## src/rtl/tetris_pkg.sv

```systemverilog
// Shared board geometry, line-clear FSM encoding and the per-clear score table.
package tetris_pkg;
    localparam int ROWS   = 20;
    localparam int COLS   = 10;
    localparam int ROW_AW = 5;

    typedef enum logic [2:0] {
        S_IDLE,
        S_ARMED,
        S_READ,
        S_CHECK,
        S_FILL,
        S_DONE
    } lce_state_e;

    // Points awarded for a single operation that cleared cnt rows.
    function automatic logic [3:0] score_inc(input int unsigned cnt);
        if (cnt >= 4)      return 4'd8;
        else if (cnt == 3) return 4'd5;
        else if (cnt == 2) return 4'd3;
        else if (cnt == 1) return 4'd1;
        else               return 4'd0;
    endfunction
endpackage

```

## src/rtl/line_clear_engine_if.sv

```systemverilog
// Board RAM port bundle: engine drives addresses/writes, RAM returns read data.
interface line_clear_engine_if
    import tetris_pkg::*;
#(
    parameter int AW = tetris_pkg::ROW_AW,
    parameter int DW = tetris_pkg::COLS
);
    logic [AW-1:0] rd_addr;
    logic [DW-1:0] rd_data;
    logic          wr_en;
    logic [AW-1:0] wr_addr;
    logic [DW-1:0] wr_data;

    modport master (output rd_addr, wr_en, wr_addr, wr_data, input rd_data);
    modport slave  (input rd_addr, wr_en, wr_addr, wr_data, output rd_data);
endinterface

```

## src/rtl/lce_score_acc.sv

```systemverilog
// Saturating 16-bit score accumulator, loaded once per completed line-clear op.
module lce_score_acc
    import tetris_pkg::*;
#(
    parameter int CW = tetris_pkg::ROW_AW
) (
    input  logic          clk,
    input  logic          rst_n,
    input  logic          load,
    input  logic [CW-1:0] cnt,
    output logic [15:0]   score
);
    logic [15:0] score_q;
    logic [16:0] sum;

    assign sum = {1'b0, score_q} + {13'b0, score_inc(32'(cnt))};

    always_ff @(posedge clk or negedge rst_n) begin
        if (!rst_n)    score_q <= '0;
        else if (load) score_q <= sum[16] ? 16'hFFFF : sum[15:0];
    end

    assign score = score_q;
endmodule

```

## src/rtl/line_clear_engine.sv

```systemverilog
// Drops full board rows bottom-to-top, compacts the rest and zero-fills the top.
// Score accumulator is built only when LINE_CLEAR_SCORE_EN is defined.
module line_clear_engine #(
    parameter int ROWS   = tetris_pkg::ROWS,
    parameter int COLS   = tetris_pkg::COLS,
    parameter int ROW_AW = tetris_pkg::ROW_AW
) (
    input  logic                clk,
    input  logic                rst_n,
    input  logic                remove_1,
    input  logic                remove_2,
    output logic                remove_2_finish,
    output logic                busy,
    line_clear_engine_if.master ram,
    output logic [2:0]          lines_cleared,
    output logic [15:0]         score
);
    import tetris_pkg::*;

    localparam logic [ROW_AW-1:0] TOP_ROW = ROW_AW'(ROWS - 1);

    lce_state_e        state;
    logic [ROW_AW-1:0] src, dst, cnt, cnt_nxt;
    logic              row_full;

    assign row_full = &ram.rd_data;
    // The row just checked must count before deciding whether any fill is needed.
    assign cnt_nxt  = cnt + ROW_AW'(row_full);

    always_ff @(posedge clk or negedge rst_n) begin
        if (!rst_n) begin
            state           <= S_IDLE;
            src             <= TOP_ROW;
            dst             <= TOP_ROW;
            cnt             <= '0;
            busy            <= 1'b0;
            remove_2_finish <= 1'b0;
            lines_cleared   <= '0;
        end else begin
            remove_2_finish <= 1'b0;
            case (state)
                S_IDLE: if (remove_1) begin
                    state <= S_ARMED;
                    busy  <= 1'b1;
                    cnt   <= '0;
                    src   <= TOP_ROW;
                    dst   <= TOP_ROW;
                end
                S_ARMED: if (remove_2) state <= S_READ;
                S_READ: begin
                    if (!remove_2) begin
                        state <= S_IDLE;
                        busy  <= 1'b0;
                    end else begin
                        state <= S_CHECK;
                    end
                end
                S_CHECK: begin
                    cnt <= cnt_nxt;
                    if (!row_full) dst <= dst - 1'b1;
                    if (!remove_2) begin
                        state <= S_IDLE;
                        busy  <= 1'b0;
                    end else if (src == '0) begin
                        if (cnt_nxt == '0) begin
                            state           <= S_DONE;
                            remove_2_finish <= 1'b1;
                        end else begin
                            state <= S_FILL;
                        end
                    end else begin
                        src   <= src - 1'b1;
                        state <= S_READ;
                    end
                end
                S_FILL: begin
                    if (!remove_2) begin
                        state <= S_IDLE;
                        busy  <= 1'b0;
                    end else if (dst == '0) begin
                        state           <= S_DONE;
                        remove_2_finish <= 1'b1;
                    end else begin
                        dst <= dst - 1'b1;
                    end
                end
                S_DONE: begin
                    lines_cleared <= (cnt > ROW_AW'(7)) ? 3'd7 : cnt[2:0];
                    state         <= S_IDLE;
                    busy          <= 1'b0;
                end
                default: begin
                    state <= S_IDLE;
                    busy  <= 1'b0;
                end
            endcase
        end
    end

    // Kept rows move down only when a gap exists; FILL blanks the vacated top rows.
    always_comb begin
        ram.rd_addr = '0;
        ram.wr_en   = 1'b0;
        ram.wr_addr = '0;
        ram.wr_data = '0;
        if (state == S_READ || state == S_CHECK) ram.rd_addr = src;
        if (state == S_CHECK && !row_full && src != dst) begin
            ram.wr_en   = 1'b1;
            ram.wr_addr = dst;
            ram.wr_data = ram.rd_data;
        end
        if (state == S_FILL) begin
            ram.wr_en   = 1'b1;
            ram.wr_addr = dst;
        end
    end

`ifdef LINE_CLEAR_SCORE_EN
    lce_score_acc #(.CW(ROW_AW)) u_score (
        .clk   (clk),
        .rst_n (rst_n),
        .load  (state == S_DONE),
        .cnt   (cnt),
        .score (score)
    );
`else
    assign score = '0;
`endif
endmodule

```

## src/flat_wrapper.sv

```systemverilog
// flat-port wrapper written by rule: the top's interface ports become plain ports
module line_clear_engine_flat import tetris_pkg::*;
#(
    parameter int ROWS   = tetris_pkg::ROWS,
    parameter int COLS   = tetris_pkg::COLS,
    parameter int ROW_AW = tetris_pkg::ROW_AW
)
  (clk, rst_n, remove_1, remove_2, remove_2_finish, busy, lines_cleared, score, ram_rd_addr, ram_wr_en, ram_wr_addr, ram_wr_data, ram_rd_data);
  line_clear_engine_if #(.AW(5), .DW(COLS)) ram_i ();
  input  logic clk;
  input  logic rst_n;
  input  logic remove_1;
  input  logic remove_2;
  output logic remove_2_finish;
  output logic busy;
  output logic [2:0] lines_cleared;
  output logic [15:0] score;
  output wire logic [$bits(ram_i.rd_addr)-1:0] ram_rd_addr;
  output wire logic [$bits(ram_i.wr_en)-1:0] ram_wr_en;
  output wire logic [$bits(ram_i.wr_addr)-1:0] ram_wr_addr;
  output wire logic [$bits(ram_i.wr_data)-1:0] ram_wr_data;
  input wire logic [$bits(ram_i.rd_data)-1:0] ram_rd_data;
  assign ram_rd_addr = ram_i.rd_addr;
  assign ram_wr_en = ram_i.wr_en;
  assign ram_wr_addr = ram_i.wr_addr;
  assign ram_wr_data = ram_i.wr_data;
  assign ram_i.rd_data = ram_rd_data;
  line_clear_engine #(.ROWS(ROWS), .COLS(COLS), .ROW_AW(ROW_AW)) u_core (.clk(clk), .rst_n(rst_n), .remove_1(remove_1), .remove_2(remove_2), .remove_2_finish(remove_2_finish), .busy(busy), .ram(ram_i), .lines_cleared(lines_cleared), .score(score));
endmodule
```

## config.mk

```make
export PLATFORM = sky130hd
export DESIGN_NAME = line_clear_engine_flat
export DESIGN_NICKNAME = d
export VERILOG_FILES = /design/src/rtl/tetris_pkg.sv /design/src/rtl/line_clear_engine_if.sv /design/src/rtl/lce_score_acc.sv /design/src/rtl/line_clear_engine.sv /design/src/flat_wrapper.sv
export SDC_FILE = /design/constraint.sdc
export NUM_CORES = 1
export LEC_CHECK = 0
export ABC_CLOCK_PERIOD_IN_PS = 4940
export BUFFER_PORTS_ARGS = -buffer_cell sky130_fd_sc_hd__buf_2
export CAP_MARGIN = 20
export CORE_ASPECT_RATIO = 1.2
export CORE_MARGIN = 2
export CORE_UTILIZATION = 57
export CTS_BUF_LIST = sky130_fd_sc_hd__clkbuf_2 sky130_fd_sc_hd__clkbuf_4 sky130_fd_sc_hd__clkbuf_8
export DETAILED_ROUTE_END_ITERATION = 8
export HOLD_SLACK_MARGIN = 0.08
export PLACE_DENSITY = 0.95
export RECOVER_POWER = 100
export SLEW_MARGIN = 10
export SYNTH_ARGS = -nofsm -noshare
export SYNTH_HDL_FRONTEND = slang
export SYNTH_HIERARCHICAL = 1
export SYNTH_SLANG_ARGS = --single-unit
```

## constraint.sdc

```tcl
create_clock -name clk -period 4.94 [get_ports clk]
set_clock_uncertainty 0.05 [all_clocks]
set_input_delay 0.988 -clock clk [delete_from_list [all_inputs] [get_ports clk]]
set_output_delay 0.988 -clock clk [all_outputs]
set_load 0.03 [all_outputs]
```

Word level (Yosys, flattened, before mapping)
Index checks and enable logic that the tools add are counted.
{"block": "classes", "addsub": 3, "magnitude_cmp": 1, "n_mux": 35, "n_bitwise": 1, "n_eq_ne": 15, "n_reduce_logical": 17}
{"cell": "5-bit two-way mux", "n": 10}
{"cell": "3-bit two-way mux", "n": 7}
{"cell": "5-bit one-hot mux with 2 select lines", "n": 2}
{"cell": "2-bit != test (second input constant)", "n": 8}
{"cell": "5-bit zero test", "n": 3}
{"cell": "3-bit one-hot mux with 5 select lines", "n": 1}
{"cell": "5-bit one-hot mux with 3 select lines", "n": 1}
{"cell": "1-bit two-way mux", "n": 10}
{"cell": "10-bit two-way mux", "n": 1}
{"cell": "10-bit AND reduction", "n": 1}
{"cell": "5-bit by 1-bit subtractor with 5-bit output (second input constant)", "n": 2}
{"cell": "3-bit by 2-bit equality test with 1-bit output (second input constant)", "n": 2}
{"cell": "3-bit equality test (second input constant)", "n": 2}
{"cell": "3-bit AND reduction", "n": 2}
{"cell": "5-bit by 1-bit adder with 5-bit output", "n": 1}
{"cell": "5-bit by 3-bit > comparator with 1-bit output (second input constant)", "n": 1}
{"cell": "5-bit != test", "n": 1}
{"cell": "5-bit AND reduction", "n": 1}
{"cell": "4-bit AND reduction", "n": 1}
{"cell": "3-bit by 1-bit equality test with 1-bit output (second input constant)", "n": 1}
{"cell": "3-bit zero test", "n": 1}
{"cell": "3-bit by 2-bit != test with 1-bit output (second input constant)", "n": 1}
{"cell": "1-bit one-hot mux with 3 select lines", "n": 1}
{"cell": "3-bit nonzero test", "n": 1}
{"cell": "9 further kinds", "n": 10}
{"block": "totals", "in_bits": 14, "ff_bits": 23, "output_inout_bits": 42, "wordCells": 79}

Depth between registers and ports, before layout
{"block": "logic_depth", "depth_word": 7, "ltp_mapped": 8, "mapped_depth_nobuf": 8}

Worst setup path after synthesis
Ideal clock, no wire load.
{"block": "synth_path", "path_type": "input to output", "startpoint": "in ram_rd_data[6]", "endpoint": "out ram_wr_addr[2]", "path_buffers": 0, "required_time_ns": 3.902, "arrival_ns": 2.218, "path_slack_ns": 1.684, "stages": 4, "cell_sequence": "nand4_1 > nor3_1 > a211o_1 > a21boi_0"}
{"block": "synth_via", "elab_chain_len": 6}
{"element": "from (decl)", "line": "flat_wrapper.sv:22", "text": "input wire logic [$bits(ram_i.rd_data)-1:0] ram_rd_data;"}
{"element": "10-bit AND reduction", "line": "line_clear_engine.sv:26", "text": "assign row_full = &ram.rd_data;"}
{"element": "1-bit zero test"}
{"element": "1-bit logical AND (2 in a row)", "line": "line_clear_engine.sv:107", "text": "if (state == S_CHECK && !row_full && src != dst) begin"}
{"element": "5-bit two-way mux", "line": "line_clear_engine.sv:107"}
{"element": "5-bit two-way mux", "line": "line_clear_engine.sv:112", "text": "if (state == S_FILL) begin"}
{"element": "to (decl)", "line": "flat_wrapper.sv:20", "text": "output wire logic [$bits(ram_i.wr_addr)-1:0] ram_wr_addr;"}
Every way passes these cells.

Worst setup path after layout
{"block": "layout_path", "startpoint": "reg u_core.state[2]", "endpoint": "out ram_wr_data[0]"}
{"block": "layout_via", "elab_chain_len": 4}
{"element": "from (decl)", "line": "line_clear_engine.sv:22", "text": "lce_state_e state;"}
{"element": "from (signal assigned)", "line": "line_clear_engine.sv:32", "text": "state <= S_IDLE;"}
{"element": "from (signal assigned)", "line": "line_clear_engine.sv:43", "text": "state <= S_ARMED;"}
{"element": "from (signal assigned)", "line": "line_clear_engine.sv:49", "text": "S_ARMED: if (remove_2) state <= S_READ;"}
{"element": "3-bit by 2-bit equality test with 1-bit output", "line": "line_clear_engine.sv:107"}
{"element": "1-bit logical AND (2 in a row)", "line": "line_clear_engine.sv:107"}
{"element": "10-bit two-way mux", "line": "line_clear_engine.sv:107"}
{"element": "to (decl)", "line": "flat_wrapper.sv:21", "text": "output wire logic [$bits(ram_i.wr_data)-1:0] ram_wr_data;"}
Every way passes these cells.

==> metrics.md <==
| Metric | Value |
|---|---|
| Total CTS buffers | 3 |
| Max-Cap Viols | 1 |
| Via density per instance | 5.556 |
| Core Box Area | 3000 um2 |
| Ys Warns | 6 |
| Largest family of logic cells by synthesized area | simple AND/OR/NAND/NOR gates |
| PortBufs | 39 |
| Reg-to-Reg Start | u_core/state[2] |
| Hold depth | 2 |
| Startpoint types | flop |
| Crit-path leading delay family | compound AO/OA/AOI/OAI gates |
| R2r setup slk | around 2.0 ns |
| Die ar. | between 3000 and 4000 um2 |
| Hpwl dp | around 2700 um |
| Status | finished with violations |
| Io pins | between 50 and 60 |
| Routed length per instance | around 13 um |
| CP endpoint kind | output port |
| Design area | roughly 1900 um2 |
| Die Ht | ~65 um |
| Setup CP Type | reg -> out |
| Initial antenna violation count | 0 |
| Fmax | 265.3 MHz |
| Setup TNS | 0 ns |
| Multiplexer area fraction after synthesis | ~4.7% |
| Vias | between 1000 and 1500 |
| Vias in the first global route | 1386 |
| Compound-Gate Fraction of Synth Area | 13.49% |
| Post-route ant nets | 0 |
| Critical Path, Cell by Cell | nand3b_1 > a211oi_1 > and2_0 > buf_2 |
| Area after DPL | around 1900 um2 |
| Post-synth top area cell | dfrtp_1 |
| Max incr delay on CP | between 0.8 and 0.9 ns |
| Cell area after synthesis | about 1700 um2 |
| Fill cell count | approximately 290 |
| Hold WC Path Type | reg -> reg |
| Pre-CTS WS | roughly 1.5 ns |
| NumNets Final | 253 |
| Tot GR Track Use | 23.15% |
| Hold endpoint | u_core/lines_cleared[1] |
| Main synth FF type | dfrtp_1 |
| Synth unique cells | 50 |
| Final Cycle Share | between 70% and 80% |
| Post-Syn Instances | 200 |
| CTS Sinks | 23 |
| Initial core utilization | between 50 and 60% |
| CP Max Fanout | 20 |
| CP max stage cell | a211oi_1 |
| Clock insertion delay at the later pin of the skew report | around 0.32 ns |
| Setup-violating endpoint count in the final report | 0 |
| Met3 WL | roughly 100 um |
| Post-CTS Hold Fix Bufs | 0 |
| Violated checks | capacitance limit, slew limit |
| Slew headroom | -3.714% |
| Highest metal used | met4 |
| Hold Path Origin | u_core/lines_cleared[1] |
| Smallest setup slack after layout | 1.170 ns |
| Num rows | 22 |
| First-pass GRT wire length | 6085 um |
| CTS root buffer | clkbuf_4 |
| Static Leak | between 0.0008 and 0.0009 uW |
| Largest net degree at the start of global routing | 24 |
| Share of cells above drive strength 1 | a little under a fifth |
| Peak supply drop | 0.2317 mV |
| Final Hold Viols | 0 |
| Post-CTS Resized | 0 |
| Minimum clock period | 3.770 ns |
| Clk pin slew, worst setup/hold paths | about 0.13 ns |
| Worst EP required | 3.90 ns |
| Residual DRC | 0 |
| Worst-Margin Slew | roughly 1.5 ns |
| Max clock buf depth | 2 |
| Register area share after synthesis | 33.43% |
| Commonest non-fill, non-tap cells in the layout | 22 x buf_2, 17 x clkbuf_1, 17 x dfrtp_1 |
| RSZ-0062 raised after global routing | no |
| Area Overhead vs Synth | 7.604% |
| Number of cells on the critical path | 4 |
| Starting DRT DRC Count | 44 |
| Drt pass-1 iters | 4 |
| Met2 wire len | between 1500 and 2000 um |
| Placer Congestion | approximately 0.82 |
| PD cells | 310.4 nW/um2 |
| Yosys top cell area share | approximately 24% |
| Async SR Flop Fraction | between 90% and 100% |
| CTS tree | built |
| H-tree depth | 1 |
| # diodes | 0 |
| Die width | ~54 um |
| Post-Synth Simple-Gate Area | between 20% and 30% |
| Post-synth EDFFs | 0 |
| GRT overflow | 0 |
| Reg2reg path depth | 4 |
| Worst Path Buf+Inv | 1 |
| R2R Path End | u_core/dst[1] |
| CP arrival | 2.73 ns |
| Number of synthesized register bits | 23 |
| Mean post-synth cell area | slightly below 9 um2 |
| Post CTS Setup Buffer Count | 0 |
| Fin. max-slew vios | 11 |
| Adder-cell share of the synthesized area | under 10% |
| WL met1 | between 1500 and 2000 um |
| XOR/XNOR Fraction of Synth Area | 4.017% |
| Post-Route WL | between 3000 and 4000 um |
| Commonest non-fill, non-tap cell in the layout | buf_2 |
| Largest cells by area after synthesis | dfrtp_1 24%, dfstp_2 9.0%, buf_4 6.9% |
-- state kept, by name (all words and copies together) (netlist names) --
register                cells
u_core/lines_cleared        3
u_core/dst                  5
u_core/remove_2_finish      1
u_core/busy                 1
u_core/cnt                  5
u_core/state                3
u_core/src                  5
-- layer usage --
| layer | GRT usage, % | up-vias |
|---|---|---|
| met5 | 0 | - |
| met2 | 38.86 | 29 |
| met1 | 28.30 | 712 |
| met3 | 3.226 | 7 |
| li1 | - | 741 |
| met4 | 10.63 | 0 |
-- worst max-delay path by stage --
stage | startpoint | to | slack, ns
2_1_floorplan | ram_rd_data[6] | ram_wr_addr[2] | 1.68
3_3_place_gp | ram_rd_data[6] | ram_wr_data[3] | 1.61
3_5_place_dp | ram_rd_data[6] | ram_wr_data[0] | 1.47
4_1_cts | u_core/state[2] | ram_wr_data[0] | 1.17
5_1_grt | u_core/state[2] | ram_wr_data[8] | 0.95
6_report | u_core/state[2] | ram_wr_data[0] | 1.17
-- through the flow --
stage	hold WS [ns]	total power, uW	std cells	utilization, %
4_1_cts	0.4777	595.2	268	63.76
5_1_grt	0.5108	622.7	268	62.55
3_5_place_dp	0.4465	502.0	264	62.76
3_3_place_gp	0.4060	493.3	264	62.76
6_report	0.4657	582.5	268	62.55
2_1_floorplan	0.4521	448.8	215	-
-- worst reg2reg max path, stage by stage (launching register included) --
cell and delay, ns:
dfrtp_1 0.59, nor4b_1 1.34, nor3_1 0.18, nor3_1 0.46
mux2i_1 0.25
-- where the power goes --
group,leakage (uW),internal [uW],switching (uW)
clock network,0.0000139,31.0,61.9
logic,0.000544,75.1,168
registers,0.000292,214,32.4
total,0.000851,320,263
-- synthesized netlist by cell type, types with 2 or more instances --
library cell	instances
nand3b_1	3
and2_1	15
or4_1	3
a21oi_1	6
xnor2_1	2
ha_1	6
dfrtp_1	17
nand4_1	2
nand3_1	8
nor2b_1	3
o21a_1	3
a21boi_0	4
nor3_1	8
o21ai_0	10
mux2i_1	7
xor2_1	6
nand2_1	16
or3_1	3
buf_4	16
inv_1	6
or2_2	4
nor2_1	6
clkbuf_1	9
nor4_1	3
o31ai_1	3
or3_2	2
dfstp_2	6
-- cell families after synthesis --
kind of cell	count (synthesis)
buffers and inverters	32
XOR/XNOR	8
adder cells (fa/ha/maj)	6
multiplexers	8
other	1
AO/OA/AOI/OAI	35
flip-flops	23
AND/OR/NAND/NOR	87
-- cell type report --
class / instances / area, um2 / share of cell area [%]
Multi-Input combinational cell: 160 / 1022 / 54.47
Sequential cell: 23 / 583.1 / 31.07
Timing Repair Buffer: 39 / 173.9 / 9.267
Tap cell: 36 / 45.04 / 2.400
Clock buffer: 3 / 22.52 / 1.200
Inverter: 6 / 22.52 / 1.200
Clock inverter: 1 / 7.507 / 0.4000
Power figures use the tool's default switching activity.
